`src/rtl/handshake_pkg.sv`:
```
`default_nettype none
// +----------------------------------------------------------------------+
// | handshake_pkg                                                        |
// | Slice mode encodings and occupancy helper shared by the slice chain. |
// | Revision: 1.0                                                        |
// +----------------------------------------------------------------------+
package handshake_pkg;

    localparam int MODE_FWD  = 0;
    localparam int MODE_BWD  = 1;
    localparam int MODE_FULL = 2;

    // Largest number of words a chain of the given mode and depth can hold.
    function automatic int max_occupancy(input int mode, input int stages);
        return (mode == MODE_FULL) ? 2 * stages : stages;
    endfunction

endpackage
`default_nettype wire

```
`src/rtl/reg_slice_stage.sv`:
```
`default_nettype none
// +----------------------------------------------------------------------+
// | reg_slice_stage                                                      |
// | One valid/ready register slice: forward, backward or full (skid).    |
// | Revision: 1.0                                                        |
// +----------------------------------------------------------------------+
module reg_slice_stage
    import handshake_pkg::*;
#(
    parameter int WIDTH = 9,
    parameter int MODE  = MODE_FULL
) (
    input  logic             clk,
    input  logic             s_rst,
    input  logic             in_valid_i,
    input  logic [WIDTH-1:0] in_data_i,
    output logic             in_ready_o,
    output logic             out_valid_o,
    output logic [WIDTH-1:0] out_data_o,
    input  logic             out_ready_i,
    output logic [1:0]       held_o
);

    if (MODE == MODE_FWD) begin : g_fwd
        logic             valid_q;
        logic [WIDTH-1:0] data_q;

        always_ff @(posedge clk) begin
            if (s_rst) begin
                valid_q <= 1'b0;
                data_q  <= '0;
            end else if (in_valid_i && in_ready_o) begin
                valid_q <= 1'b1;
                data_q  <= in_data_i;
            end else if (out_ready_i) begin
                valid_q <= 1'b0;
            end
        end

        assign in_ready_o  = !valid_q || out_ready_i;
        assign out_valid_o = valid_q;
        assign out_data_o  = data_q;
        assign held_o      = {1'b0, valid_q};

    end else if (MODE == MODE_BWD) begin : g_bwd
        logic             skid_full_q;
        logic [WIDTH-1:0] skid_q;

        // Ready is the inverted skid flag, so it comes straight from a flop.
        always_ff @(posedge clk) begin
            if (s_rst) begin
                skid_full_q <= 1'b0;
                skid_q      <= '0;
            end else if (skid_full_q) begin
                if (out_ready_i) begin
                    skid_full_q <= 1'b0;
                end
            end else if (in_valid_i && !out_ready_i) begin
                skid_full_q <= 1'b1;
                skid_q      <= in_data_i;
            end
        end

        assign in_ready_o  = !skid_full_q;
        assign out_valid_o = skid_full_q || in_valid_i;
        assign out_data_o  = skid_full_q ? skid_q : in_data_i;
        assign held_o      = {1'b0, skid_full_q};

    end else begin : g_full
        logic             main_valid_q;
        logic             main_valid_d;
        logic [WIDTH-1:0] main_q;
        logic [WIDTH-1:0] main_d;
        logic             skid_full_q;
        logic             skid_full_d;
        logic [WIDTH-1:0] skid_q;
        logic [WIDTH-1:0] skid_d;
        logic             w_push;
        logic             w_pop;

        assign w_push = in_valid_i && !skid_full_q;
        assign w_pop  = main_valid_q && out_ready_i;

        always_comb begin
            main_valid_d = main_valid_q;
            main_d       = main_q;
            skid_full_d  = skid_full_q;
            skid_d       = skid_q;
            if (w_pop) begin
                // A full skid refills main; ready only returns next cycle.
                if (skid_full_q) begin
                    main_d      = skid_q;
                    skid_full_d = 1'b0;
                end else if (w_push) begin
                    main_d = in_data_i;
                end else begin
                    main_valid_d = 1'b0;
                end
            end else if (w_push) begin
                if (main_valid_q) begin
                    skid_d      = in_data_i;
                    skid_full_d = 1'b1;
                end else begin
                    main_d       = in_data_i;
                    main_valid_d = 1'b1;
                end
            end
        end

        always_ff @(posedge clk) begin
            if (s_rst) begin
                main_valid_q <= 1'b0;
                main_q       <= '0;
                skid_full_q  <= 1'b0;
                skid_q       <= '0;
            end else begin
                main_valid_q <= main_valid_d;
                main_q       <= main_d;
                skid_full_q  <= skid_full_d;
                skid_q       <= skid_d;
            end
        end

        assign in_ready_o  = !skid_full_q;
        assign out_valid_o = main_valid_q;
        assign out_data_o  = main_q;
        assign held_o      = {1'b0, main_valid_q} + {1'b0, skid_full_q};
    end

endmodule
`default_nettype wire

```
`src/rtl/reg_slice_pipe.sv`:
```
`default_nettype none
// +----------------------------------------------------------------------+
// | reg_slice_pipe                                                       |
// | Chain of STAGES valid/ready slices with live occupancy reporting.    |
// | Revision: 1.0                                                        |
// +----------------------------------------------------------------------+
module reg_slice_pipe
    import handshake_pkg::*;
#(
    parameter int WIDTH  = 9,
    parameter int STAGES = 1,
    parameter int MODE   = MODE_FULL
) (
    input  logic                             clk,
    input  logic                             s_rst,
    input  logic                             src_vaild,
    input  logic [WIDTH-1:0]                 src_data_in,
    output logic                             src_ready,
    output logic                             dst_vaild,
    output logic [WIDTH-1:0]                 dst_data_out,
    input  logic                             dst_ready,
    output logic [$clog2(2*STAGES+1)-1:0]    occupancy
);

    localparam int OCC_W   = $clog2(2 * STAGES + 1);
    localparam int OCC_MAX = max_occupancy(MODE, STAGES);

    if (STAGES < 1 || STAGES > 8) begin : g_bad_stages
        $error("reg_slice_pipe: STAGES=%0d outside 1..8", STAGES);
    end
    if (MODE != MODE_FWD && MODE != MODE_BWD && MODE != MODE_FULL) begin : g_bad_mode
        $error("reg_slice_pipe: MODE=%0d is not a slice type", MODE);
    end
    if (OCC_MAX >= (1 << OCC_W)) begin : g_bad_occ
        $error("reg_slice_pipe: occupancy port too narrow for %0d words", OCC_MAX);
    end

    logic             w_valid [STAGES+1];
    logic [WIDTH-1:0] w_data  [STAGES+1];
    logic             w_ready [STAGES+1];
    logic [1:0]       w_held  [STAGES];

    // Gating the entry keeps pass-through slices quiet while in reset.
    assign w_valid[0]       = src_vaild && !s_rst;
    assign w_data[0]        = s_rst ? '0 : src_data_in;
    assign src_ready        = w_ready[0] && !s_rst;
    assign dst_vaild        = w_valid[STAGES];
    assign dst_data_out     = w_data[STAGES];
    assign w_ready[STAGES]  = dst_ready;

    for (genvar i = 0; i < STAGES; i++) begin : g_stage
        reg_slice_stage #(
            .WIDTH (WIDTH),
            .MODE  (MODE)
        ) u_stage (
            .clk         (clk),
            .s_rst       (s_rst),
            .in_valid_i  (w_valid[i]),
            .in_data_i   (w_data[i]),
            .in_ready_o  (w_ready[i]),
            .out_valid_o (w_valid[i+1]),
            .out_data_o  (w_data[i+1]),
            .out_ready_i (w_ready[i+1]),
            .held_o      (w_held[i])
        );
    end

    always_comb begin
        occupancy = '0;
        for (int i = 0; i < STAGES; i++) begin
            occupancy = occupancy + OCC_W'(w_held[i]);
        end
    end

endmodule
`default_nettype wire

```
`config.mk`:
```
export PLATFORM = sky130hd
export DESIGN_NAME = reg_slice_pipe
export DESIGN_NICKNAME = d
export VERILOG_FILES = /design/src/rtl/handshake_pkg.sv /design/src/rtl/reg_slice_stage.sv /design/src/rtl/reg_slice_pipe.sv
export SDC_FILE = /design/constraint.sdc
export NUM_CORES = 1
export LEC_CHECK = 0
export ABC_AREA = 1
export CORE_ASPECT_RATIO = 0.8
export CORE_MARGIN = 10
export CORE_UTILIZATION = 31
export CTS_CLUSTER_SIZE = 12
export DETAILED_ROUTE_END_ITERATION = 7
export HOLD_SLACK_MARGIN = 0.06
export PLACE_DENSITY = 0.53
export SETUP_SLACK_MARGIN = 0.1
export SLEW_MARGIN = 25
export SYNTH_ARGS = -nofsm -noshare
export SYNTH_HDL_FRONTEND = slang
export SYNTH_SLANG_ARGS = --single-unit
```
`constraint.sdc`:
```
create_clock -name clk -period 1.5 [get_ports clk]
set_input_delay 0.45 -clock clk [delete_from_list [all_inputs] [get_ports clk]]
set_output_delay 0.45 -clock clk [all_outputs]
set_load 0.02 [all_outputs]
```
==> out/results.tsv, run 1 <==
metric	value	unit
ys_types	17	
hpwl	1821	µm
drive_gt1_share	29.83	%
crit_slowest_cell	dfxtp_4	
cts_made_buffers	3	
htree_levels	1	
setup_ws	0.06162	ns
final_util	56.67	%
crit_buf_inv	1	
drc_errors	0	
fin_crit_sh	95.89	%
core_area	2850	µm²
nNetsFinal	196	
yosys_warnings	0	
cts_buffer_depth	2	
startpoint_type	register	
ys_seq_area_share	42.11	%
cts_tree	built	
tightestPinTransition	0.3269	ns
setup_viol	0	
critPathMaxFanout	3	
reg2reg_from	g_stage[0].u_stage.g_full.skid_full_q	
synth_area_leader_cell	dfxtp_1	
holdCritStartpoint	g_stage[0].u_stage.out_data_o[5]	
cp_top_family	flip-flops	
relSlewSlack	77.97	%
slowest_delay	0.36	ns
min_path_type	reg -> reg	
viasPerCell	4.274	
num_antenna_cells	0	
power.total	1.310	mW
regArea	405.4	µm²
max_cap_viol_count	0	
path_clk_slew	0.07	ns
first_pass_iters	3	
die-width	81.92	µm
clk-insertion-delay-late	0.25	ns
synth_cells	140	
rsz0062_at_grt	true	
crit_type	reg -> out	
final_cells	219	
wl_per_cell	12.52	µm
critical_path_arrival	0.99	ns
p_leak	0.6906	nW
grt_max_degree	19	
num_io_pins	26	
clock_skew	0.001555	ns
period_needed	1.438	ns
grt_overflow	0	
cts-root-buf	clkbuf_8	
dp_cells	210	
status	complete, no violations	
dieHeight	69.54	µm
syn-num-nets	154	
crit_chain	ha_4 > buf_6	
initial_utilization	33.36	%
portBuffers	25	
syn_area_per_cell	6.792	µm²
yosys-top-cells-area	dfxtp_1, nor2_1, nand2_1	
area_growth	69.87	%
grt_pass1_wl	4340	µm
grt_use_total	9.478	%
critPathCaptureType	output port	
max_freq	0.6952	GHz
place_ws	-0.5710	ns
fill_cells	281	
fp-row-count	17	
peakVddDrop	0.4024	mV
yosysTopAreaCellShare	42.11	%
vias	936	
grt_pass1_vias	918	
die_area	5696	µm²
clock-sinks	20	
ant_nets	0	
drt-total-wl	2742	µm
setup_tns	0	ns
crit_start	g_stage[0].u_stage.g_full.skid_full_q	
hold_viol	0	
netlist_area	950.9	µm²
powerDensity	810.7	nW/µm²
antenna_found_initial	0	
drt_iter0_markers	19	
gp_congestion	0.7350	
multi_input_area	649.4	µm²
slew_viol_final	0	
synth_seq_cells	20	
required	1.05	ns
## cell families (layout without fill, tap and decap cells)
kind of cell	after synthesis	after routing	share of synthesized area, %
and+or+nand+nor	71	75	32.50
buffers and inverters	26	63	12.24
AOI/OAI and AO/OA	22	22	11.84
DFF	20	20	42.10
adders and majority gates	1	1	1.316
## repair_timing
item	4_1_cts	5_1_grt
gates cloned	2	2
setup endpoints to repair	32	29
pin swaps	4	10
buffers inserted	3	0
hold buffers	0	0
gates resized for setup	46	41
## synth_stat cells
master,instances
nor2_2,1
nand2_4,1
a21oi_1,1
nand2_2,3
inv_1,21
nor3_1,9
o21a_1,1
buf_2,2
buf_6,2
ha_1,1
nor2_4,1
nand2_1,27
nor2_1,28
dfxtp_1,20
o21ai_0,20
clkbuf_2,1
nand3_2,1
## layer usage
metal / GRT usage (%) / vias to the layer above / part of all wire, %
met5: 0 / - / 0
met3: 3.876 / 2 / 5.9
met1: 11.99 / 404 / 46
met4: 1.685 / 0 / 0.51
met2: 14.68 / 14 / 48
li1: - / 516 / -
## final timing paths
kind | endpoint | slack (ns) | cells past startpoint
max | occupancy[0] | 0.06 | 2
min | g_stage[0].u_stage.out_data_o[5] | 0.51 | 4
max reg2reg | g_stage[0].u_stage.out_data_o[2] | 0.18 | 8
min reg2reg | g_stage[0].u_stage.out_data_o[5] | 0.51 | 4
## worst reg2reg max path, stage by stage, from the launching register on
cell and delay, ns:
dfxtp_4 0.36, buf_6 0.12, nor2_4 0.12, buf_6 0.12, nand2_8 0.08, nand2_8 0.15
nand2_8 0.10, nor2_2 0.12, nor2_1 0.05
## power breakdown
group	total, mW	internal [mW]	switching (mW)	leakage, nW
logic	0.332	0.145	0.188	0.497
clock network	0.402	0.233	0.169	0.0288
registers	0.575	0.560	0.0155	0.165
total	1.31	0.938	0.372	0.691
## layout make-up
class	instances	area share (%)
multi-input combinational	98	40.20
tap	38	2.943
inverter	21	5.112
timing repair buffer	38	23.24
clock buffer	4	3.408
sequential	20	25.10
## flip-flops by register name, indices dropped and copies added (netlist names)
register	flops
g_stage.u_stage.out_valid_o	1
g_stage.u_stage.g_full.skid_full_q	1
g_stage.u_stage.g_full.skid_q	9
g_stage.u_stage.out_data_o	9
## cells in the final DEF, fill, tap and decap left out, drive strengths merged, types with 4 or more instances in the layout
cell	n
clkdlybuf4s50	9
buf	17
dfxtp	20
inv	20
nor2	31
o21ai	20
clkdlybuf4s15	6
nor3	9
nand2	34
dlygate4sd2	4
clkbuf	5
## stage by stage
stage	hold WS (ns)	cell area (µm²)
final	0.5066	1615
after global routing	0.5357	1615
after CTS	0.5107	1486
after global placement	0.4937	1314
after detailed placement	0.4989	1314
after floorplan	0.4766	950.9
(Power assumes the default switching activity.)
==> run 2: changes to the inputs <==
Settings changed: PLACE_DENSITY 0.53 to 0.55.
Clock period 1.5 ns to 1.2 ns, I/O delays scaled along.
==> out/results.tsv, run 2 (synthesis results as in run 1) <==
metric	value	unit
required	0.84	ns
period_needed	1.343	ns
rsz0062_at_grt	true	
min_path_type	reg -> reg	
p_comb_share	24.7	%
fill_cells	285	
dpl_cell_area	1364	µm²
path_clk_slew	0.07	ns
grt_use_total	9.239	%
setup_viol	23	
grt_pass1_wl	4229	µm
most-common-layout-cells	nand2_1, nor2_1, inv_1, buf_6, o21ai_0	
p_leak	0.6844	nW
critical_path_arrival	0.98	ns
critPathMaxFanout	2	
postCtsHoldBufs	0	
slowest_delay	0.36	ns
status	complete, but fails checks	
crit_chain	ha_4 > buf_6	
cts-root-buf	clkbuf_8	
p_sw	0.4639	mW
vias	964	
tightestPinTransition	0.3380	ns
place_ws	-0.7233	ns
core_area	2850	µm²
startpoint_type	register	
peakVddDrop	0.7255	mV
hold_viol	0	
gp_congestion	0.7155	
final_cells	218	
crit_slowest_cell	dfxtp_4	
clk-insertion-delay-late	0.26	ns
final_util	55.71	%
power.internal	1.195	mW
num_io_pins	26	
fin_crit_sh	111.9	%
postCtsSetupRepairBufs	0	
drt_iter0_markers	53	
setup_tns	-1.063	ns
rrSetupSlack	-0.06	ns
max_cap_viol_count	0	
cts_made_buffers	3	
crit_type	reg -> out	
grt_pass1_vias	866	
layout_commonest_cell	nand2_1	
grt_max_degree	12	
holdWs	0.5178	ns
clock-sinks	20	
relSlewSlack	77.23	%
portBuffers	25	
swShare	27.97	%
grt_overflow	0	
first_pass_iters	4	
power.total	1.659	mW
initial_utilization	33.36	%
violations	negative setup slack	
pwr-share-seq	44.0	%
fp-row-count	17	
hpwl	1835	µm
clock_skew	0.0007473	ns
num_antenna_cells	0	
htree_levels	1	
nNetsFinal	195	
antenna_found_initial	0	
p_clk_share	31.3	%
drive_gt1_share	36.11	%
drt-total-wl	2688	µm
viasPerCell	4.422	
cts_buffer_depth	2	
drc_errors	0	
area_growth	66.97	%
ant_nets	0	
setup_ws	-0.1433	ns
wl_per_cell	12.33	µm
dp_cells	212	
slew_viol_final	0	
dieHeight	69.54	µm
critPathCaptureType	output port	
cts_tree	built	
powerDensity	1045	nW/µm²
die-width	81.92	µm
max_freq	0.7444	GHz
stdcell_area	1588	µm²
die_area	5696	µm²
## run 2: changes by cell type in the layout (fill, tap and decap cells not counted), moves of 2 or more
cell / delta
dfxtp_2: +9
clkdlybuf4s15_1: -6
nor2_4: -4
dfxtp_1: -9
nor2_1: +4
dlygate4sd2_1: -2
buf_6: +11
nand2_8: -2
## run 2: worst max-delay path: cells and delay by family (launching register included)
family / cells / cell delay [ns]
adders and majority gates: 1 / 0.25
DFF: 1 / 0.36
buffers and inverters: 1 / 0.11
## run 2: layout make-up
cell class / count / area (µm²) / share of cell area, %
Inverter: 21 / 78.83 / 4.965
Timing Repair Buffer: 39 / 409.1 / 25.77
Tap cell: 38 / 47.55 / 2.994
Multi-Input combinational cell: 96 / 580.6 / 36.56
Clock buffer: 4 / 55.05 / 3.467
Sequential cell: 20 / 416.7 / 26.24
## run 2: path summary, 6_finish.rpt
check | cells after the start | from | to
max | 2 | g_stage[0].u_stage.out_valid_o | occupancy[0]
min | 2 | g_stage[0].u_stage.g_full.skid_q[8] | g_stage[0].u_stage.g_full.skid_q[8]
max reg2reg | 8 | g_stage[0].u_stage.g_full.skid_full_q | g_stage[0].u_stage.out_data_o[8]
min reg2reg | 2 | g_stage[0].u_stage.g_full.skid_q[8] | g_stage[0].u_stage.g_full.skid_q[8]
## run 2: repair_timing
action | 4_1_cts | 5_1_grt
gates cloned | 2 | 0
endpoints found under the setup margin | 33 | 31
resized for setup | 99 | 19
pin swaps | 3 | 4
## run 2: power by group through the flow
stage	combinational, mW	clock, mW	sequential [mW]
final	0.410	0.519	0.730
after global routing	0.450	0.561	0.734
after CTS	0.392	0.535	0.724
after detailed placement	0.346	0	0.733
after global placement	0.344	0	0.731
after floorplan	0.139	0	0.770
## run 2: layer usage
layer / track usage, % / vias up / wire [µm] / part of all wire, %
met3: 3.618 / 2 / 212 / 7.9
met5: 0 / - / 0 / 0
met4: 1.685 / 0 / 10 / 0.37
met1: 13.13 / 419 / 1257 / 47
met2: 12.69 / 27 / 1207 / 45
li1: - / 516 / - / -
==> run 3: changes to the inputs <==
Settings changed: PLACE_DENSITY 0.55 to not set.
==> out/results.tsv, run 3 (synthesis results as in run 1) <==
metric	value	unit
status	complete, but fails checks	
violations	negative setup slack	
first_pass_iters	3	
max_freq	0.7477	GHz
viasPerCell	4.314	
stdcell_area	1627	µm²
relSlewSlack	80.65	%
critPathMaxFanout	2	
drt_iter0_markers	25	
area_growth	71.05	%
pwr-share-seq	45.8	%
layout_commonest_cell	nor2_1	
grt_pass1_vias	960	
hpwl	1763	µm
p_sw	0.4457	mW
ant_nets	0	
rsz0062_at_grt	true	
min_path_type	reg -> reg	
grt_overflow	0	
drt-total-wl	2538	µm
place_ws	-0.7276	ns
startpoint_type	register	
hold_viol	0	
period_needed	1.338	ns
grt_max_degree	19	
required	0.84	ns
cts-root-buf	clkbuf_8	
slew_viol_final	0	
critical_path_arrival	0.98	ns
fin_crit_sh	111.5	%
tightestPinTransition	0.2872	ns
htree_levels	1	
grt_use_total	9.343	%
final_cells	220	
portBuffers	25	
die_area	5696	µm²
cts_buffer_depth	2	
gr-max-usage-layer	met2	
p_clk_share	28.4	%
max_cap_viol_count	0	
setup_tns	-1.596	ns
num_antenna_cells	0	
use_met3	3.230	%
most-common-layout-cells	nor2_1, nand2_1, inv_1, buf_6, o21ai_1	
gp_congestion	0.7164	
core_area	2850	µm²
wl_per_cell	11.54	µm
initial_utilization	33.36	%
peakVddDrop	0.4205	mV
p_comb_share	25.8	%
setup_viol	22	
setup_ws	-0.1375	ns
crit_type	reg -> out	
cts_tree	built	
clk-insertion-delay-late	0.26	ns
critPathCaptureType	output port	
grt_pass1_wl	4367	µm
power.internal	1.146	mW
powerDensity	978.8	nW/µm²
antenna_found_initial	0	
vias	949	
postCtsHoldBufs	0	
dieHeight	69.54	µm
drc_errors	0	
path_clk_slew	0.07	ns
num_io_pins	26	
grt_use_met2	15.37	%
drive_gt1_share	35.71	%
clock_skew	0.004361	ns
cts_made_buffers	3	
use_met1	10.72	%
p_leak	0.7143	nW
clock-sinks	20	
swShare	27.99	%
dpl_cell_area	1336	µm²
nNetsFinal	197	
dp_cells	210	
die-width	81.92	µm
fp-row-count	17	
power.total	1.592	mW
[run 3: cell types whose count changed in the layout (fill, tap and decap cells not counted), moves of 3 or more]
cell and change:
nor2_1 +3, nor2_2 -4, nor3_1 +3, nor3_2 -3, o21ai_0 -12, o21ai_1 +10
[run 3: path summary, 6_finish.rpt]
kind / from / endpoint / slack, ns / cells after the start
worst max-delay path: g_stage[0].u_stage.out_valid_o / occupancy[0] / -0.14 / 2
worst min-delay path: g_stage[0].u_stage.g_full.skid_q[4] / g_stage[0].u_stage.g_full.skid_q[4] / 0.51 / 2
worst min register to register: g_stage[0].u_stage.g_full.skid_q[4] / g_stage[0].u_stage.g_full.skid_q[4] / 0.51 / 2
worst max register to register: g_stage[0].u_stage.g_full.skid_full_q / g_stage[0].u_stage.g_full.skid_q[5] / -0.10 / 8
[run 3: power by group through the flow]
stage | Sequential, mW | Combinational, mW | Clock (mW)
finish | 0.729 | 0.410 | 0.452
global route | 0.734 | 0.450 | 0.495
CTS | 0.722 | 0.384 | 0.465
detailed placement | 0.732 | 0.335 | 0
global placement | 0.730 | 0.333 | 0
floorplan | 0.770 | 0.139 | 0
[run 3: metal layers]
layer	up-vias	routed length (µm)
li1	519	-
met1	410	1135
met2	17	1222
met3	3	164
met4	0	16
met5	-	0
[run 3: repair_timing]
| action | in CTS | in global routing |
|---|---|---|
| resized for setup | 104 | 28 |
| buffers inserted | 2 | 1 |
| pin swaps | 7 | 13 |
| cloned | 3 | 0 |
| endpoints found under the setup margin | 33 | 32 |
[run 3: worst max-delay path, stage by stage (launching register included)]
cell and delay (ns):
dfxtp_4 0.36, ha_4 0.25, buf_6 0.11
[run 3: area by class of cell]
cell class	count	area, µm²
Fill cell	274	1224
Multi-Input combinational cell	95	546.8
Timing Repair Buffer	42	488.0
Sequential cell	20	416.7
Inverter	21	82.58
Tap cell	38	47.55
Clock buffer	4	45.04
[run 3: per-stage QoR]
| step | utilization (%) | hold WS [ns] |
|---|---|---|
| floorplan | - | 0.4598 |
| global placement | 46.88 | 0.4938 |
| detailed placement | 46.88 | 0.4963 |
| CTS | 54.35 | 0.5023 |
| global route | 57.07 | 0.5319 |
| finish | 57.07 | 0.5078 |
